## src/rtl/cpu_pkg.sv

```systemverilog
// rtl/cpu_pkg.sv - shared opcode, field-position and fetch-state definitions
package cpu_pkg;

   localparam int OPC_MSB = 15;
   localparam int OPC_LSB = 12;
   localparam int RD_MSB  = 11;
   localparam int RD_LSB  = 8;
   localparam int RN_MSB  = 7;
   localparam int RN_LSB  = 4;
   localparam int RM_MSB  = 3;
   localparam int RM_LSB  = 0;

   localparam logic [3:0] OP_ADD  = 4'h0;
   localparam logic [3:0] OP_SUB  = 4'h1;
   localparam logic [3:0] OP_AND  = 4'h2;
   localparam logic [3:0] OP_ORR  = 4'h3;
   localparam logic [3:0] OP_EOR  = 4'h4;
   localparam logic [3:0] OP_LSL  = 4'h5;
   localparam logic [3:0] OP_LSR  = 4'h6;
   localparam logic [3:0] OP_ADDI = 4'h7;
   localparam logic [3:0] OP_SUBI = 4'h8;
   localparam logic [3:0] OP_HALT = 4'h9;
   localparam logic [3:0] OP_MOV  = 4'ha;
   localparam logic [3:0] OP_BL   = 4'hb;
   localparam logic [3:0] OP_BEQ  = 4'hc;
   localparam logic [3:0] OP_BR   = 4'hd;
   localparam logic [3:0] OP_STUR = 4'he;
   localparam logic [3:0] OP_LDUR = 4'hf;

   typedef enum logic {
      FETCH  = 1'b0,
      HALTED = 1'b1
   } fetch_state_t;

endpackage

```

## src/rtl/fetch_queue_if.sv

```systemverilog
// rtl/fetch_queue_if.sv - fetch stage bundle: imem address/data, decode handshake, redirect, status
interface fetch_queue_if #(
   parameter int PC_W    = 4,
   parameter int INSTR_W = 16,
   parameter int DEPTH   = 4
);
   localparam int CNT_W = $clog2(DEPTH) + 1;

   logic [PC_W-1:0]    imem_addr;
   logic [INSTR_W-1:0] imem_data;
   logic               out_valid;
   logic               out_ready;
   logic [INSTR_W-1:0] out_instr;
   logic [PC_W-1:0]    out_pc;
   logic               redirect_valid;
   logic [PC_W-1:0]    redirect_pc;
   logic               halted;
   logic [CNT_W-1:0]   count;

   modport master (
      output imem_addr,
      input  imem_data,
      output out_valid,
      input  out_ready,
      output out_instr,
      output out_pc,
      input  redirect_valid,
      input  redirect_pc,
      output halted,
      output count
   );

   modport slave (
      input  imem_addr,
      output imem_data,
      input  out_valid,
      output out_ready,
      input  out_instr,
      input  out_pc,
      output redirect_valid,
      output redirect_pc,
      input  halted,
      input  count
   );
endinterface

```

## src/rtl/fetch_queue_fifo.sv

```systemverilog
// rtl/fetch_queue_fifo.sv - synchronous prefetch FIFO with flush; head read straight from storage
module fetch_fifo #(
   parameter int W     = 20,
   parameter int DEPTH = 4
) (
   input  logic                       clk,
   input  logic                       rst_n,
   input  logic                       i_push,
   input  logic                       i_pop,
   input  logic                       i_flush,
   input  logic [W-1:0]               i_data,
   output logic [W-1:0]               o_data,
   output logic [$clog2(DEPTH):0]     o_count
);
   localparam int AW    = $clog2(DEPTH);
   localparam int CNT_W = AW + 1;

   logic [W-1:0]     r_mem [DEPTH];
   logic [AW-1:0]    r_wr_ptr;
   logic [AW-1:0]    r_rd_ptr;
   logic [CNT_W-1:0] r_count;

   // Storage is cleared on reset so the head reads zero until the first push.
   always_ff @(posedge clk or negedge rst_n) begin
      if (!rst_n) begin
         for (int i = 0; i < DEPTH; i++) r_mem[i] <= '0;
         r_wr_ptr <= '0;
         r_rd_ptr <= '0;
         r_count  <= '0;
      end else if (i_flush) begin
         r_wr_ptr <= '0;
         r_rd_ptr <= '0;
         r_count  <= '0;
      end else begin
         if (i_push) begin
            r_mem[r_wr_ptr] <= i_data;
            r_wr_ptr        <= r_wr_ptr + 1'b1;
         end
         if (i_pop) r_rd_ptr <= r_rd_ptr + 1'b1;
         case ({i_push, i_pop})
            2'b10:   r_count <= r_count + 1'b1;
            2'b01:   r_count <= r_count - 1'b1;
            default: r_count <= r_count;
         endcase
      end
   end

   assign o_data  = r_mem[r_rd_ptr];
   assign o_count = r_count;
endmodule

```

## src/rtl/fetch_queue.sv

```systemverilog
// rtl/fetch_queue.sv - instruction fetch: owns pc, fills prefetch FIFO, honours redirect and HALT
module fetch_queue
   import cpu_pkg::*;
#(
   parameter int PC_W    = 4,
   parameter int DEPTH   = 4,
   parameter int INSTR_W = 16
) (
   input  logic          clk,
   input  logic          rst_n,
   fetch_queue_if.master bus
);
   localparam int CNT_W = $clog2(DEPTH) + 1;
   localparam int W     = PC_W + INSTR_W;

   fetch_state_t     r_state;
   fetch_state_t     w_state_nxt;
   logic [PC_W-1:0]  r_pc;
   logic [CNT_W-1:0] w_count;
   logic [W-1:0]     w_head;
   logic             w_valid;
   logic             w_full;
   logic             w_pop;
   logic             w_push;
   logic             w_halt_op;

   assign w_valid   = (w_count != '0);
   assign w_full    = (w_count == CNT_W'(DEPTH));
   // Redirect flushes the queue, so a handshake in that cycle is not a pop.
   assign w_pop     = w_valid & bus.out_ready & ~bus.redirect_valid;
   assign w_push    = ~bus.redirect_valid & (r_state == FETCH) & (~w_full | w_pop);
   assign w_halt_op = (bus.imem_data[OPC_MSB:OPC_LSB] == OP_HALT);

   always_ff @(posedge clk or negedge rst_n) begin
      if (!rst_n) begin
         r_pc    <= '0;
         r_state <= FETCH;
      end else begin
         r_state <= w_state_nxt;
         if (bus.redirect_valid) r_pc <= bus.redirect_pc;
         else if (w_push)        r_pc <= r_pc + 1'b1;
      end
   end

   always_comb begin
      w_state_nxt = r_state;
      case (r_state)
         FETCH:   if (w_push && w_halt_op) w_state_nxt = HALTED;
         HALTED:  if (bus.redirect_valid)  w_state_nxt = FETCH;
         default: w_state_nxt = FETCH;
      endcase
   end

   fetch_fifo #(
      .W     (W),
      .DEPTH (DEPTH)
   ) u_fifo (
      .clk     (clk),
      .rst_n   (rst_n),
      .i_push  (w_push),
      .i_pop   (w_pop),
      .i_flush (bus.redirect_valid),
      .i_data  ({r_pc, bus.imem_data}),
      .o_data  (w_head),
      .o_count (w_count)
   );

   assign bus.imem_addr = r_pc;
   assign bus.out_valid = w_valid;
   assign bus.out_pc    = w_head[W-1:INSTR_W];
   assign bus.out_instr = w_head[INSTR_W-1:0];
   assign bus.count     = w_count;
   assign bus.halted    = (r_state == HALTED);
endmodule
```

## src/flat_wrapper.sv

```systemverilog
// flat-port wrapper written by rule: the top's interface ports become plain ports
module fetch_queue_flat import cpu_pkg::*;
#(
   parameter int PC_W    = 4,
   parameter int DEPTH   = 4,
   parameter int INSTR_W = 16
)
  (clk, rst_n, bus_imem_addr, bus_imem_data, bus_out_valid, bus_out_ready, bus_out_instr, bus_out_pc, bus_redirect_valid, bus_redirect_pc, bus_halted, bus_count);
  fetch_queue_if #(.PC_W(PC_W), .INSTR_W(INSTR_W), .DEPTH(DEPTH)) bus_i ();
  input  logic clk;
  input  logic rst_n;
  output wire logic [$bits(bus_i.imem_addr)-1:0] bus_imem_addr;
  input wire logic [$bits(bus_i.imem_data)-1:0] bus_imem_data;
  output wire logic [$bits(bus_i.out_valid)-1:0] bus_out_valid;
  input wire logic [$bits(bus_i.out_ready)-1:0] bus_out_ready;
  output wire logic [$bits(bus_i.out_instr)-1:0] bus_out_instr;
  output wire logic [$bits(bus_i.out_pc)-1:0] bus_out_pc;
  input wire logic [$bits(bus_i.redirect_valid)-1:0] bus_redirect_valid;
  input wire logic [$bits(bus_i.redirect_pc)-1:0] bus_redirect_pc;
  output wire logic [$bits(bus_i.halted)-1:0] bus_halted;
  output wire logic [$bits(bus_i.count)-1:0] bus_count;
  assign bus_imem_addr = bus_i.imem_addr;
  assign bus_i.imem_data = bus_imem_data;
  assign bus_out_valid = bus_i.out_valid;
  assign bus_i.out_ready = bus_out_ready;
  assign bus_out_instr = bus_i.out_instr;
  assign bus_out_pc = bus_i.out_pc;
  assign bus_i.redirect_valid = bus_redirect_valid;
  assign bus_i.redirect_pc = bus_redirect_pc;
  assign bus_halted = bus_i.halted;
  assign bus_count = bus_i.count;
  fetch_queue #(.PC_W(PC_W), .DEPTH(DEPTH), .INSTR_W(INSTR_W)) u_core (.clk(clk), .rst_n(rst_n), .bus(bus_i));
endmodule
```

## config.mk

```make
export PLATFORM = sky130hd
export DESIGN_NAME = fetch_queue_flat
export DESIGN_NICKNAME = d
export VERILOG_FILES = /design/src/rtl/cpu_pkg.sv /design/src/rtl/fetch_queue_if.sv /design/src/rtl/fetch_queue_fifo.sv /design/src/rtl/fetch_queue.sv /design/src/flat_wrapper.sv
export SDC_FILE = /design/constraint.sdc
export NUM_CORES = 1
export LEC_CHECK = 0
export CAP_MARGIN = 20
export CORE_ASPECT_RATIO = 0.9
export CORE_MARGIN = 1
export CORE_UTILIZATION = 59
export CTS_BUF_LIST = sky130_fd_sc_hd__clkbuf_4
export CTS_CLUSTER_DIAMETER = 80
export DETAILED_ROUTE_END_ITERATION = 6
export PLACE_DENSITY = 0.93
export SYNTH_ARGS = -nofsm -noshare
export SYNTH_HDL_FRONTEND = slang
export SYNTH_SLANG_ARGS = --single-unit
```

## constraint.sdc

```tcl
create_clock -name clk -period 4.5 [get_ports clk]
set_input_delay 1.35 -clock clk [delete_from_list [all_inputs] [get_ports clk]]
set_output_delay 1.35 -clock clk [all_outputs]
set_load 0.02 [all_outputs]
```

==> metrics.md <==
| Metric | Value |
|---|---|
| Outcome | `completed` |
| Mux share of post-synthesis cell area | `36.03%` |
| PD cells | `between 600 and 700 mW/mm^2` |
| Clock power frac | `13.5%` |
| Psw | `969.4 uW` |
| Dpl cell area | `0.005104 mm^2` |
| Critical path's top delay family | `buffers and inverters` |
| Yosys top cell by area | `dfrtp_1` |
| 1st-pass router iterations | `4` |
| Worst clock skew | `0.01514 ns` |
| Worst VDD drop | `0.2284 mV` |
| HP Class | `flop to flop` |
| Via count | `2436` |
| Reg clk slew, reported paths | `0.13 ns` |
| Startpoint types | `flop` |
| IO Count | `53` |
| Yosys reg bits | `92` |
| Mean Syn Cell Area | `17.39 um^2` |
| Sequential share of power | `44.4%` |
| Max-slew headroom at the worst pin | `36.29%` |
| Pin slew with the least headroom to its limit | `0.9557 ns` |
| Die height | `roughly 86 um` |
| Total routed wirelength | `8374 um` |
| First-pass GRT wire length | `roughly 14000 um` |
| Total power | `3.201 mW` |
| Routed len/inst | `19.99 um` |
| Reg2reg start | `u_core.u_fifo.o_count[0]$_DFFE_PN0P_` |
| Initial core utilization | `61.24%` |
| Worst EP arrival | `2.41 ns` |
| GP Congestion | `approximately 0.77` |
| Total track usage | `22.38%` |
| # diodes | `0` |
| Yosys warns | `0` |
| Hold Path Stages | `1` |
| Sequential standard cell area | `0.002302 mm^2` |
| Hold buffer count at cts | `0` |
| Sw Share | `30.29%` |
| Min Tclk post-route | `around 3.8 ns` |
| Most common cell after layout, fill and taps aside | `dfrtp_1` |
| Final setup vio count | `0` |
| Largest family of logic cells by synthesized area | `multiplexers` |
| CP max stage delay | `0.60 ns` |
| Share of cells above drive strength 1 | `39.32%` |
| Worst path buffer plus inverter count | `2` |
| Internal Power | `2.231 mW` |
| Commonest non-fill, non-tap cells in the layout | `dfrtp_1 (92), mux2_4 (80), clkdlybuf4s50_1 (51)` |
| Synth Area in Simple Gates | `4.770%` |
| Area of the multi-input gates | `0.002121 mm^2` |
| CTS sink count | `just over 90` |
| Post-Synth XOR/XNOR Area | `0.9431%` |
| CP max FO | `17` |
| Ranking of synthesized cells by area | `dfrtp_1 (50%), mux2_4 (26%), mux4_2 (9.7%), buf_12 (3.9%), nand2_8 (1.7%)` |
| WL met3 | `344 um` |
| Synth Area in Adders | `1.778%` |
| Crit end category | `primary output` |
| Final slew viol count | `0` |
| TritonCTS clock tree | `built` |
| Metal2 WL | `~4200 um` |
| DP Wirelength | `5286 um` |
| Cell count after synthesis | `267` |
| Max-cap violations | `0` |
| Root Buffer | `clkbuf_4` |
| WP depth | `3` |
| Final Instance Area | `0.005234 mm^2` |
| RSZ-0062 raised after global routing | `false` |
| Crit Path Class | `flop to primary output` |
| Hold EP | `u_core.u_fifo.r_mem[23]$_DFFE_PN0P_` |
| Max Clk Rate | `0.2663 GHz` |
| Highest Signal Layer | `met4` |
| Die area | `slightly above 0.008 mm^2` |
| R2R setup slack | `2.17 ns` |
| Sequential cell area fraction in the yosys report | `49.58%` |
| DRC errors left | `0` |
| R2R cell count | `6` |
| Final #Nets | `around 350` |
| CTS H-tree depth | `3` |
| Fillers | `496` |
| Final core utilization | `69.03%` |
| Synth unique cells | `34` |
| WL met1 | `3759 um` |
| Number of port buffers | `52` |
| Mean number of vias per cell | `5.814` |
| HP Start | `u_core.u_fifo.r_mem[23]$_DFFE_PN0P_` |
| Post-CTS setup-driven buffer insertion count | `0` |
| Slowest stage cell, crit path | `dfrtp_1` |
| Total CTS buffers | `9` |
| Comb power frac | `a little over two fifths` |
| Largest net degree at the start of global routing | `77` |
| Req. time, crit path | `roughly 3.2 ns` |
| Initial antenna violation count | `0` |
| Fin. Hold Viols | `0` |
| Number of global-route vias before repair | `2568` |
| Setup_tns | `0 ns` |
| Clock buffer depth | `2` |
| GRT overflow | `0` |
| Syn-to-layout area delta | `12.72%` |
| Mapped Nets | `297` |
| 1st-iter DRT viols | `between 80 and 90` |
| Routed Antenna Nets | `0` |
| Die W | `roughly 96 um` |
| Area fraction in compound gates after synthesis | `2.156%` |
| CP Cell Sequence | `buf_12 -> mux4_2 -> clkdlybuf4s50_1` |
| Resize count post-CTS | `0` |
| Core outline area | `0.007582 mm^2` |
| R2R Path End | `u_core.u_fifo.o_count[2]$_DFFE_PN0P_` |
| Share of the synthesized area in the top cell type | `49.58%` |
| FP Rows | `30` |
| Static Leak | `2.440 nW` |
| Tcrit/Tclk final | `83.46%` |
| Post-synthesis cell area | `0.004643 mm^2` |
| Worst-Skew Late Latency | `0.42 ns` |
[state kept, by name, indices dropped and copies added (netlist names)]
name and flops:
u_core.bus.imem_addr 4, u_core.bus.halted 1, u_core.u_fifo.r_wr_ptr 2, u_core.u_fifo.r_mem 80, u_core.u_fifo.o_count 3, u_core.u_fifo.r_rd_ptr 2
[worst max-delay path by stage]
stage                                                      from                              endpoint  slack (ns)
after floorplan                              bus_redirect_valid  u_core.u_fifo.o_count[2]$_DFFE_PN0P_        1.56
after global placement                       bus_redirect_valid  u_core.u_fifo.o_count[2]$_DFFE_PN0P_        1.05
after detailed placement                     bus_redirect_valid  u_core.u_fifo.o_count[2]$_DFFE_PN0P_        0.99
after CTS                 u_core.u_fifo.r_rd_ptr[0]$_DFFE_PN0P_                         bus_out_pc[0]        0.70
after global routing      u_core.u_fifo.r_rd_ptr[0]$_DFFE_PN0P_                         bus_out_pc[0]        0.61
final                     u_core.u_fifo.r_rd_ptr[0]$_DFFE_PN0P_                         bus_out_pc[0]        0.74
[cell type report]
class	count	area share [%]
Tap cell	96	2.295
Multi-Input combinational cell	158	40.52
Clock buffer	10	1.434
Inverter	2	0.1434
Sequential cell	92	43.99
Clock inverter	6	1.052
Timing Repair Buffer	55	10.57
[power groups by stage]
stage / sequential (mW) / combinational (mW) / clock [mW]
after floorplan: 1.35 / 1.02 / 0
after global placement: 1.39 / 1.32 / 0
after detailed placement: 1.42 / 1.35 / 0
after CTS: 1.42 / 1.36 / 0.447
after global routing: 1.46 / 1.42 / 0.485
final: 1.42 / 1.35 / 0.433
[Yosys cell counts (all sizes together)]
library cell and number:
a21o 2, a21oi 1, a22o 1, a31oi 2, and2 1, buf 12
clkbuf 3, dfrtp 92, fa 1, ha 5, inv 2, mux2 81
mux2i 1, mux4 20, nand2 11, nand3 3, nand3b 1, nor2 9
nor2b 1, nor3b 1, nor4bb 1, o211ai 1, o21ai 3, o311a 1
o311ai 1, o31ai 2, or3 2, or4b 1, xnor2 1, xor2 4
[routing by layer]
metal	GRT usage [%]	vias to the layer above
li1	-	1082
met3	5.851	10
met5	0	-
met2	36.23	56
met4	4.613	0
met1	30.79	1288
[metrics by stage]
stage                     worst slack [ns]  hold WS (ns)  std cells
after floorplan                      1.563        0.4759        267
after global placement               1.049        0.4853        403
after detailed placement            0.9876        0.4891        403
after CTS                           0.6956        0.5218        419
after global routing                0.6140        0.5304        419
final                               0.7442        0.5187        419
[kinds of logic (layout without fill, tap and decap cells)]
logic type,Yosys count,in the layout
compound gates,14,14
xor+xnor,5,5
fa+ha+maj,6,6
buf+inv,17,73
flops,92,92
mux,102,102
simple gates,31,31
(Power assumes the default switching activity.)
